<file path="config.mk">
export PLATFORM = sky130hd
export DESIGN_NAME = sha256_padder
export DESIGN_NICKNAME = d
export VERILOG_FILES = /design/src/rtl/sha256_padder.sv
export SDC_FILE = /design/constraint.sdc
export NUM_CORES = 1
export LEC_CHECK = 0
export BUFFER_PORTS_ARGS = -buffer_cell sky130_fd_sc_hd__clkbuf_2
export CELL_PAD_IN_SITES_DETAIL_PLACEMENT = 1
export CELL_PAD_IN_SITES_GLOBAL_PLACEMENT = 2
export CORE_MARGIN = 2
export CORE_UTILIZATION = 48
export DETAILED_ROUTE_END_ITERATION = 10
export PLACE_DENSITY = 0.81
export SETUP_SLACK_MARGIN = 0.15
export SYNTH_ARGS = -nofsm -noshare
export SYNTH_HDL_FRONTEND = slang
export SYNTH_SLANG_ARGS = --single-unit
</file>
<file path="constraint.sdc">
create_clock -name clk -period 6.15 [get_ports clk]
set_clock_uncertainty 0.2 [all_clocks]
set_input_delay 1.23 -clock clk [delete_from_list [all_inputs] [get_ports clk]]
set_output_delay 1.23 -clock clk [all_outputs]
set_load 0.03 [all_outputs]
</file>
<file path="src/rtl/sha256_padder.sv">
// SHA-256 message padder: packs big-endian words into 512-bit blocks, appends the
// 0x80 marker and 64-bit bit length, and streams each block to the hash core.
module sha256_padder (
    input  logic        clk,
    input  logic        rst,
    input  logic [31:0] in_data,
    input  logic        in_valid,
    output logic        in_ready,
    input  logic        in_last,
    input  logic [2:0]  in_nbytes,
    output logic        core_rst,
    output logic        core_soc,
    output logic [31:0] core_data,
    input  logic        core_eoc,
    output logic        msg_done
);

    typedef enum logic [2:0] {IDLE, FILL, PAD, HOLD, CRST, CSOC, SEND, FINW} state_t;

    state_t      state, state_n;
    logic [31:0] blk_buf [16];
    logic [3:0]  idx;
    logic [31:0] bytes;
    logic        first_blk, final_blk, need_extra, core_busy;
    logic        eoc_armed;  // last SEND word has gone out; core_eoc may now end the block
    logic        mark_pend;  // full last word: 0x80000000 still owed at the next free index
    logic        len_ok;     // 0x80 marker sits at index <= 13, so the length fits here

    logic        xfer;
    logic [2:0]  nb;
    logic [5:0]  sh;
    logic [31:0] in_word;
    logic        pad_len;
    logic [31:0] pad_word;

    assign xfer = in_valid & in_ready;
    assign nb   = (!in_last || in_nbytes >= 3'd4) ? 3'd4 : in_nbytes;
    assign sh   = {nb, 3'b000};
    // Keep the valid bytes, drop the marker right below them; for nb=4 both terms vanish.
    assign in_word = (in_data & ~(32'hFFFF_FFFF >> sh)) | (32'h8000_0000 >> sh);

    assign pad_len = mark_pend ? (idx <= 4'd13) : len_ok;
    always_comb begin
        pad_word = 32'h0;
        if (mark_pend)                    pad_word = 32'h8000_0000;
        else if (pad_len && idx == 4'd14) pad_word = {29'b0, bytes[31:29]};
        else if (pad_len && idx == 4'd15) pad_word = {bytes[28:0], 3'b000};
    end

    always_ff @(posedge clk) begin
        if (rst) state <= IDLE;
        else     state <= state_n;
    end

    always_comb begin
        state_n   = state;
        in_ready  = (state == IDLE) || (state == FILL);
        core_rst  = (state == CRST);
        core_soc  = (state == CSOC);
        core_data = (state == SEND) ? blk_buf[idx] : 32'h0;
        msg_done  = (state == FINW) && !core_busy;
        case (state)
            IDLE: if (xfer) state_n = in_last ? PAD : FILL;
            FILL: if (xfer) begin
                if (idx == 4'd15) state_n = HOLD;
                else if (in_last) state_n = PAD;
            end
            PAD:  if (idx == 4'd15) state_n = HOLD;
            HOLD: if (!core_busy) state_n = first_blk ? CRST : CSOC;
            CRST: state_n = CSOC;
            CSOC: state_n = SEND;
            SEND: if (idx == 4'd15) begin
                if (need_extra)     state_n = PAD;
                else if (final_blk) state_n = FINW;
                else                state_n = FILL;
            end
            FINW: if (!core_busy) state_n = IDLE;
            default: state_n = IDLE;
        endcase
    end

    // NOTE: the block buffer is deliberately left out of reset; every word is rewritten
    // before it is sent, so a reset mux on 512 flops would buy nothing.
    always_ff @(posedge clk) begin
        case (state)
            IDLE: if (xfer) blk_buf[0] <= in_word;
            FILL: if (xfer) blk_buf[idx] <= in_word;
            PAD:  blk_buf[idx] <= pad_word;
            default: ;
        endcase
    end

    always_ff @(posedge clk) begin
        if (rst) begin
            idx        <= 4'd0;
            bytes      <= 32'd0;
            first_blk  <= 1'b0;
            final_blk  <= 1'b0;
            need_extra <= 1'b0;
            core_busy  <= 1'b0;
            eoc_armed  <= 1'b0;
            mark_pend  <= 1'b0;
            len_ok     <= 1'b0;
        end else begin
            if (core_busy && eoc_armed && core_eoc) begin
                core_busy <= 1'b0;
                eoc_armed <= 1'b0;
            end
            case (state)
                IDLE: if (xfer) begin
                    first_blk  <= 1'b1;
                    final_blk  <= 1'b0;
                    need_extra <= 1'b0;
                    mark_pend  <= in_last && (nb == 3'd4);
                    len_ok     <= 1'b1;
                    bytes      <= {29'b0, nb};
                    idx        <= 4'd1;
                end
                FILL: if (xfer) begin
                    bytes <= bytes + {29'b0, nb};
                    idx   <= idx + 4'd1;
                    if (in_last) begin
                        mark_pend <= (nb == 3'd4);
                        len_ok    <= (idx <= 4'd13);
                        if (idx == 4'd15) need_extra <= 1'b1;
                    end
                end
                PAD: begin
                    mark_pend <= 1'b0;
                    len_ok    <= pad_len;
                    idx       <= idx + 4'd1;
                    if (idx == 4'd15) begin
                        if (pad_len) final_blk  <= 1'b1;
                        else         need_extra <= 1'b1;
                    end
                end
                CRST: first_blk <= 1'b0;
                CSOC: begin
                    core_busy <= 1'b1;
                    idx       <= 4'd0;
                end
                SEND: begin
                    idx <= idx + 4'd1;
                    if (idx == 4'd15) begin
                        eoc_armed <= 1'b1;
                        if (need_extra) begin
                            need_extra <= 1'b0;
                            len_ok     <= 1'b1;
                        end
                    end
                end
                default: ;
            endcase
        end
    end

endmodule
</file>
==> results.py <==
metrics = {
    "power_and_ir_drop": {
        "p_leak_nw": 8.05,
        "vdd_ir_drop_max_uv": 228,
        "p_per_area_nw_per_um2": 398,
    },
    "worst_setup_path": {
        "cp_slowest_cell": "dfxtp_1",
        "reg2reg_slack_ps": 2250,
        "crit_chain": "and2b_1 > nand3_2 > o22ai_1 > clkbuf_2",
        "crit_type": "flip-flop to output pin",
        "path_max_fanout": 32,
        "critical_path.startpoint_type": "flip-flop",
        "cp.arrival_ps": 3770,
        "endpoint_kind": "output pin",
        "slowest_delay_ps": 960,
        "required_ps": 4720,
    },
    "sta": {
        "final-max-slew-violation-count": 0,
        "relSlewSlack": 0.204,
        "tightestPinTransition_ps": 1190,
        "period_share": 0.846,
        "rsz0062_at_grt": "no",
        "setup_viol": 0,
        "finalSetupTns_ps": 0,
        "period_needed_ps": 5200,
        "max_freq_ghz": 0.192,
        "final.setup.worst_slack_ps": 948,
        "hold_viol": 0,
    },
    "synth": {
        "synth_edf_count": 512,
        "seq_area_frac_synth": 0.718,
        "yosysMostFrequentCell": "edfxtp_1",
        "netlist.area_leader.share": 0.674,
        "synth_area_leaders": "edfxtp_1 67%, mux4_2 13%, dfxtp_1 4.4%",
        "yosys.area.top_type": "edfxtp_1",
        "yosysWarningCount": 0,
        "synth-main-ff-cell": "edfxtp_1",
        "synthDistinctLibCells": 70,
        "ys_seq_elements": 562,
        "syn_nets": 1279,
        "synth_common_cells": "512 x edfxtp_1, 128 x mux4_2, 80 x mux2i_1",
        "synth_cells": 1232,
        "syn-cell-area_um2": 22800,
        "synth.avg_cell_area_um2": 18.5,
        "postSynth.asyncResetShare": 0,
    },
    "routing": {
        "vias_per_cell": 6.19,
        "drt_iter0_markers": 1063,
        "antenna_left": 0,
        "first_pass_iters": 5,
        "avgRoutedWirePerCell_um": 28.2,
        "drc": 0,
        "drt_wl_total_um": 55700,
        "dr_total_vias": 12200,
    },
    "global_routing": {
        "grt_pass1_wl_um": 83400,
        "grt_usage": 0.231,
        "antenna_found_initial": 1,
        "grt_pass1_vias": 12900,
        "grt_overflow": 0,
        "grt_max_degree": 52,
    },
    "die": {
        "dieArea_um2": 49300,
        "fp.dieW_um": 222,
        "die_h_um": 222,
        "initial_utilization": 0.488,
        "fp-row-count": 79,
        "core_um2": 46800,
        "io_pins": 76,
    },
    "cells_and_area": {
        "fill_cells": 4198,
        "fin_nets": 1368,
        "multi_input_area_um2": 6200,
        "regArea_um2": 16400,
        "drive_gt1_frac": 0.263,
        "syn_to_final_growth_pct": 12.8,
    },
    "placed_design": {
        "place.gp.congestion": 0.787,
        "io_buffers": 75,
        "dp_slack_ps": 1580,
        "hpwl_um": 34700,
    },
    "clock_network": {
        "cts_buffers": 55,
        "clockRootBuffer": "clkbuf_16",
        "cts-hold-fix-buffers": 0,
        "cts_sinks": 562,
        "cts_setup_buffers": 0,
        "clk_latency_ps": 610,
        "clkTransAtPathRegs_ps": 60,
        "cts_tree": "yes",
        "clk_path_buf_depth": 3,
        "cts-htree-levels": 2,
        "cts-resized-gates": 0,
    },
    "run": {
        "drv_cap": 0,
    },
    "run_status": {
        "status": "complete, no violations",
    },
    "hold_path": {
        "min_path_type": "flip-flop to flip-flop",
    },
}
[layout by cell type (no fill, tap or decap), types with 5 or more instances in the layout]
cell type  synthesis  final
clkinv_1           0     11
or2_2             17     17
and3_1             8      8
dfxtp_1           50     47
nor2_1            44     31
nor3_1            12      9
o211ai_1           7      7
a211oi_1           6      6
ha_1               7      7
clkinv_2           0      8
clkbuf_16          0     56
mux2i_1           80     80
a21oi_1           13     13
buf_4              2     32
a31oi_1            8      8
nor4_1            12     12
nor2_4             0     12
nand4_1           10     10
or3_1              5      5
mux4_2           128    128
nand3_1           18     17
a22o_1            30     30
o22ai_1           35     35
edfxtp_1         512    512
inv_1              7      7
o21ai_0           11     11
nand2b_1          10     10
clkbuf_1          44     11
nand2_1           43     43
clkbuf_2           0     75
nand3b_1           5      5
or4_1              6      6
[registers in the layout, summed over array words and instances (netlist names), named ones only]
signal,cells
bytes,32
len_ok,1
idx,4
blk_buf,512
state,3
first_blk,1
core_busy,1
mark_pend,1
final_blk,1
need_extra,1
eoc_armed,1
[metal layers]
| metal | GRT usage | up-vias | part of all wire |
|---|---|---|---|
| met5 | 0 | - | 0 |
| met3 | 0.0378 | 92 | 0.059 |
| met2 | 0.384 | 421 | 0.50 |
| li1 | - | 5276 | - |
| met1 | 0.313 | 6408 | 0.42 |
| met4 | 0.0756 | 0 | 0.025 |
[worst max-delay path: cells and delay by family, from the launching register on]
family                 cells  cell delay, ps
flip-flops                 1             960
AND/OR/NAND/NOR            2            1180
buffers and inverters      1             300
AO/OA/AOI/OAI              1             700
[metrics by stage]
| step | total power, W | cells | utilization | instance area [µm²] | hold slack (ps) |
|---|---|---|---|---|---|
| after detailed placement | 0.00714 | 1871 | 0.514 | 24000 | 274 |
| after global placement | 0.00707 | 1871 | 0.514 | 24000 | 255 |
| final | 0.0102 | 1972 | 0.550 | 25700 | 274 |
| after floorplan | 0.00642 | 1232 | - | 22800 | 240 |
| after CTS | 0.0103 | 1971 | 0.550 | 25700 | 284 |
| after global routing | 0.0106 | 1971 | 0.550 | 25700 | 304 |
[final cells by class]
type                    instances  area share
repair buffers                109      0.0255
clock buffers                  69      0.0571
clock inverters                31     0.00900
multi-input cells             586       0.241
diodes                          1   0.0000973
inverters                       7     0.00102
well taps                     607      0.0295
flip-flops and latches        562       0.637
[power by group]
part / switching, W / internal [W] / leakage [nW] / total [W]
Clock: 0.00143 / 0.00178 / 0.824 / 0.00321
Sequential: 0.000218 / 0.00469 / 5.08 / 0.00490
Combinational: 0.00121 / 0.000900 / 2.15 / 0.00211
Total: 0.00286 / 0.00737 / 8.05 / 0.0102
[path summary, 6_finish.rpt]
path / startpoint / end / cells past startpoint
max: state[1] / core_data[3] / 4
min: final_blk / final_blk / 2
max reg2reg: state[1] / blk_buf[5][19] / 5
min reg2reg: final_blk / final_blk / 2
[cells by family after synthesis]
group	count (synthesis)	share of synthesized area
adders and majority gates	7	0.00384
and+or+nand+nor	216	0.0509
DFF	562	0.718
AOI/OAI and AO/OA	149	0.0473
xor gates and xnor gates	5	0.00192
muxes	209	0.162
buffers and inverters	84	0.0157
No activity file was read; power rests on OpenSTA's default activity.
